$ cat config.mk
export PLATFORM = sky130hd
export DESIGN_NAME = mem_wb_pipe_reg
export DESIGN_NICKNAME = d
export VERILOG_FILES = /design/src/rtl/mips_pipe_pkg.sv /design/src/rtl/pipe_skid_buf.sv /design/src/rtl/mem_wb_pipe_reg.sv
export SDC_FILE = /design/constraint.sdc
export NUM_CORES = 1
export LEC_CHECK = 0
export CAP_MARGIN = 20
export CORE_UTILIZATION = 49
export DETAILED_ROUTE_END_ITERATION = 10
export PLACE_DENSITY = 0.85
export SLEW_MARGIN = 10
export SYNTH_ARGS = -nofsm -noshare
export SYNTH_HDL_FRONTEND = slang
export SYNTH_SLANG_ARGS = --single-unit
$ cat constraint.sdc
create_clock -name clk -period 6.75 [get_ports clk]
set_clock_uncertainty 0.2 [all_clocks]
set_input_delay 0.675 -clock clk [delete_from_list [all_inputs] [get_ports clk]]
set_output_delay 0.675 -clock clk [all_outputs]
set_load 0.02 [all_outputs]
$ cat src/rtl/mips_pipe_pkg.sv
// rtl/mips_pipe_pkg.sv - shared widths and write-back entry type for the MIPS pipeline
package mips_pipe_pkg;

   localparam int WB_DATA_W = 16;
   localparam int WB_REG_AW = 3;
   localparam int WB_CNT_W  = 32;

   typedef struct packed {
      logic                 regwrite;
      logic                 memtoreg;
      logic [WB_DATA_W-1:0] wbdata;
      logic [WB_REG_AW-1:0] regdst;
   } wb_entry_t;

   localparam int WB_ENTRY_W = $bits(wb_entry_t);

endpackage

$ cat src/rtl/pipe_skid_buf.sv
// rtl/pipe_skid_buf.sv - generic 2-entry valid/ready skid buffer over a packed payload
module pipe_skid_buf #(
   parameter int W = 8
) (
   input  logic         clk,
   input  logic         rst_n,
   input  logic         flush,
   input  logic         in_valid,
   output logic         in_ready,
   input  logic [W-1:0] in_data,
   output logic         out_valid,
   input  logic         out_ready,
   output logic [W-1:0] out_data
);

   logic         main_valid_q, main_valid_d;
   logic [W-1:0] main_data_q,  main_data_d;
   logic         skid_valid_q, skid_valid_d;
   logic [W-1:0] skid_data_q,  skid_data_d;
   logic         in_fire, out_fire, main_load;

   // in_ready comes straight from a flop so out_ready never reaches it combinationally
   assign in_ready  = ~skid_valid_q;
   assign out_valid = main_valid_q;
   assign out_data  = main_data_q;

   assign in_fire   = in_valid & ~skid_valid_q;
   assign out_fire  = main_valid_q & out_ready;
   assign main_load = ~main_valid_q | out_fire;

   always_comb begin
      main_valid_d = main_valid_q;
      main_data_d  = main_data_q;
      skid_valid_d = skid_valid_q;
      skid_data_d  = skid_data_q;
      if (main_load) begin
         if (skid_valid_q) begin
            main_valid_d = 1'b1;
            main_data_d  = skid_data_q;
            skid_valid_d = 1'b0;
         end else if (in_fire) begin
            main_valid_d = 1'b1;
            main_data_d  = in_data;
         end else begin
            main_valid_d = 1'b0;
         end
      end else if (in_fire) begin
         skid_valid_d = 1'b1;
         skid_data_d  = in_data;
      end
      // Data may go stale on flush; only the valid bits matter
      if (flush) begin
         main_valid_d = 1'b0;
         skid_valid_d = 1'b0;
      end
   end

   always_ff @(posedge clk) begin
      if (!rst_n) begin
         main_valid_q <= 1'b0;
         main_data_q  <= '0;
         skid_valid_q <= 1'b0;
         skid_data_q  <= '0;
      end else begin
         main_valid_q <= main_valid_d;
         main_data_q  <= main_data_d;
         skid_valid_q <= skid_valid_d;
         skid_data_q  <= skid_data_d;
      end
   end

endmodule

$ cat src/rtl/mem_wb_pipe_reg.sv
// rtl/mem_wb_pipe_reg.sv - MEM->WB pipeline register with skid buffer, r0 gating, forwarding tap and retire counter
module mem_wb_pipe_reg
   import mips_pipe_pkg::*;
#(
   parameter int DATA_W        = WB_DATA_W,
   parameter int REG_AW        = WB_REG_AW,
   parameter int CNT_W         = WB_CNT_W,
   parameter int ZERO_REG_GATE = 1
) (
   input  logic              clk,
   input  logic              rst_n,
   input  logic              flush,
   input  logic              in_valid,
   output logic              in_ready,
   input  logic              in_regwrite,
   input  logic              in_memtoreg,
   input  logic [DATA_W-1:0] in_memdata,
   input  logic [DATA_W-1:0] in_aluresult,
   input  logic [REG_AW-1:0] in_regdst,
   output logic              out_valid,
   input  logic              out_ready,
   output logic              out_regwrite,
   output logic              out_memtoreg,
   output logic [DATA_W-1:0] out_wbdata,
   output logic [REG_AW-1:0] out_regdst,
   output logic              fwd_valid,
   output logic [REG_AW-1:0] fwd_regdst,
   output logic [DATA_W-1:0] fwd_data,
   output logic [CNT_W-1:0]  retire_count
);

   localparam int PW = 2 + DATA_W + REG_AW;

   logic              gate_en;
   logic              regwrite_cap;
   logic [DATA_W-1:0] wbdata_cap;
   logic [PW-1:0]     cap_payload, out_payload;
   logic [CNT_W-1:0]  retire_q, retire_d;

   assign gate_en      = (ZERO_REG_GATE != 0);
   assign wbdata_cap   = in_memtoreg ? in_memdata : in_aluresult;
   // Writes to r0 are architecturally void, so drop the enable before it enters the pipe
   assign regwrite_cap = in_regwrite & ~(gate_en & (in_regdst == '0));
   assign cap_payload  = {regwrite_cap, in_memtoreg, wbdata_cap, in_regdst};

   pipe_skid_buf #(.W(PW)) u_skid (
      .clk       (clk),
      .rst_n     (rst_n),
      .flush     (flush),
      .in_valid  (in_valid),
      .in_ready  (in_ready),
      .in_data   (cap_payload),
      .out_valid (out_valid),
      .out_ready (out_ready),
      .out_data  (out_payload)
   );

   assign {out_regwrite, out_memtoreg, out_wbdata, out_regdst} = out_payload;

   assign fwd_valid  = out_valid & out_regwrite;
   assign fwd_regdst = out_regdst;
   assign fwd_data   = out_wbdata;

   assign retire_d     = (out_valid & out_ready) ? retire_q + {{(CNT_W-1){1'b0}}, 1'b1} : retire_q;
   assign retire_count = retire_q;

   // Flush does not clear the counter; a retirement in the flush cycle still counts
   always_ff @(posedge clk) begin
      if (!rst_n) begin
         retire_q <= '0;
      end else begin
         retire_q <= retire_d;
      end
   end

endmodule

==> results.cfg <==
[final_layout]
drive_above_1_share_pct = 5.21
final.fill_count = 514
diodes = 0
stdcell_area_sq_um = 4820
finalNetCount = 537
area_growth_syn_to_layout_pct = 36.9

[floorplan]
start_util_pct = 51.2
die-height_microns = 86.7
ios = 117
die_x_microns = 86.7
rows = 30
die-area_sq_um = 7520
coreArea_sq_um = 6870

[routing]
wl_per_cell_microns = 14.2
vias = 3279
dr.first_iter.drc_count = 237
routed_wl_microns = 8450
routed_via_density = 5.51
first_pass_iters = 4
drc = 0
ant_nets = 0

[clocking]
cts.reportedPaths.clkPinSlew_ns = 0.09
cts_tree = done
cts-root-buf = clkbuf_8
cts_setup_buffers = 0
postCtsResizedCells = 0
cts_buffers = 9
hold_buffers = 0
htreeDepth = 3
cts_sinks = 76
clock_latency_ns = 0.34
clock_path_buffers = 2

[synthesis]
synth_edf_count = 0
yosysUniqueCellTypes = 37
synth_top_cell_by_area = dfxtp_1
ys_top_cells_by_count = dfxtp_1, nand2_1, a21oi_1
synth_most_common_cell = dfxtp_1
ys_top_cells_by_area = dfxtp_1, mux2i_1, a21oi_1
syn_area_sq_um = 3520
yosys_warnings = 0
async_reset_ff_share_pct = 0
synth_cells = 411
yosysSeqAreaShare_pct = 43.2
yosysTopAreaCellShare_pct = 43.2
synth_flop_cell = dfxtp_1
syn_nets = 454
yosys_register_bits = 76
avgSynthCellArea_sq_um = 8.56

[global_route]
grt_usage_pct = 23.5
grt_pass1_vias = 3046
grt_max_degree = 71
grt_pass1_wl_microns = 13900
antenna_found_initial = 0
grt.overflow.total = 0

[sta]
hold_viol = 0
tightest_slew_ns = 0.942
fin_crit_sh_pct = 43.3
clock.fmax_mhz = 342
rsz0062_at_grt = false
layout_min_cycle_time_ns = 2.92
slew_headroom_pct = 37.0
final-max-slew-violation-count = 0
finalSetupTns_ns = 0
setup_viol = 0

[critical_path]
cp_data_arrival_time_ns = 3.00
path_buf_inv = 1
reg2regPathDepth = 4
timing.critical_path.max_delay_family = simple AND/OR/NAND/NOR gates
slowest_stage = or4_1
crit_type = in2reg
cp.required_ns = 6.83
critPathCaptureType = flip-flop
cp_max_fo = 19
cp_common_cell = or4_1
path_cells = clkdlybuf4s50_1 -> nand3_2 -> or4_1 -> or4_1 -> a21oi_1
r2r_slack_ns = 4.21
cp.depth = 5
cp-start-kind = input pin
critPathMaxStageDelay_ns = 0.85

[placed_design]
dp_hpwl_microns = 5890
port-buffer-count = 116
gp_congestion = 0.793
dpl_cell_area_sq_um = 4560

[outcome]
status = completed

[min_path]
min_path_cells = 2
hold_class = reg2reg

[job]
max-cap-violations = 0

[power_and_ir_drop]
p_leak_nw = 1.61
peakVddDrop_v = 0.000133
pwr_density_cell_nw_per_um2 = 207
layout by cell type, fill, tap and decap left out, types with 2 or more instances in the layout:
cell	n
a211oi_1	21
a21oi_1	38
and2_1	3
buf_4	3
bufinv_16	2
clkbuf_8	11
clkdlybuf4s50_1	116
clkinvlp_4	2
dfxtp_1	76
inv_1	10
mux2i_1	28
nand2_1	47
nand2b_1	4
nand3_1	10
nand4_1	3
nor2_1	35
nor3_1	6
nor4_1	3
o211ai_1	16
o21ai_0	5
o31ai_1	16
or3_1	6
or4_1	17
xnor2_1	6
xor2_1	2
tightest hold or removal path: stages (launching register included):
cell	delay [ns]
dfxtp_1	0.33
nand2_1	0.06
a21oi_1	0.05
final timing paths:
kind / start / end
max: out_ready / retire_count[14]
min: u_skid.out_data[10] / u_skid.out_data[10]
max reg2reg: u_skid.out_valid / retire_count[14]
min reg2reg: u_skid.out_data[10] / u_skid.out_data[10]
layer usage:
layer	routed length (microns)	GRT usage, %	share of wire (%)
met3	519	3.71	6.1
met4	175	12.0	2.1
met5	0	0	0
met2	4340	40.0	51
met1	3420	28.7	40
cell type report:
cell class / instances / area [sq um] / area share (%)
Timing Repair Buffer: 120 / 1200 / 25.0
Clock buffer: 11 / 151 / 3.14
Inverter: 11 / 41.3 / 0.857
Sequential cell: 76 / 1520 / 31.6
Tap cell: 96 / 120 / 2.49
Multi-Input combinational cell: 276 / 1700 / 35.2
Clock inverter: 5 / 83.8 / 1.74
cell families after synthesis:
kind of cell,after synthesis,synth area share [%]
compound gates,98,17.8
simple gates,141,20.0
flops,76,43.2
buf+inv,59,8.68
xor+xnor,8,1.99
mux,28,7.97
fa+ha+maj,1,0.356
report_power, final:
part,switching [mW],internal [mW]
registers,0.00980,0.460
logic,0.0650,0.0674
clock network,0.167,0.229
metrics by stage:
stage	setup slack (ns)	std cells	power (mW)	hold WS (ns)	utilization, %
finish	3.83	595	0.998	0.276	70.1
global route	3.73	595	1.03	0.294	70.1
CTS	3.81	594	0.999	0.275	69.9
detailed placement	3.46	578	0.611	0.264	66.4
global placement	3.52	578	0.608	0.259	66.4
floorplan	4.37	411	0.552	0.260	-
state kept, by name, summed over array words and instances (netlist names):
register             count
retire_count            32
u_skid.out_valid         1
u_skid.out_data         21
u_skid.skid_valid_q      1
u_skid.skid_data_q      21
(Power assumes the default switching activity.)
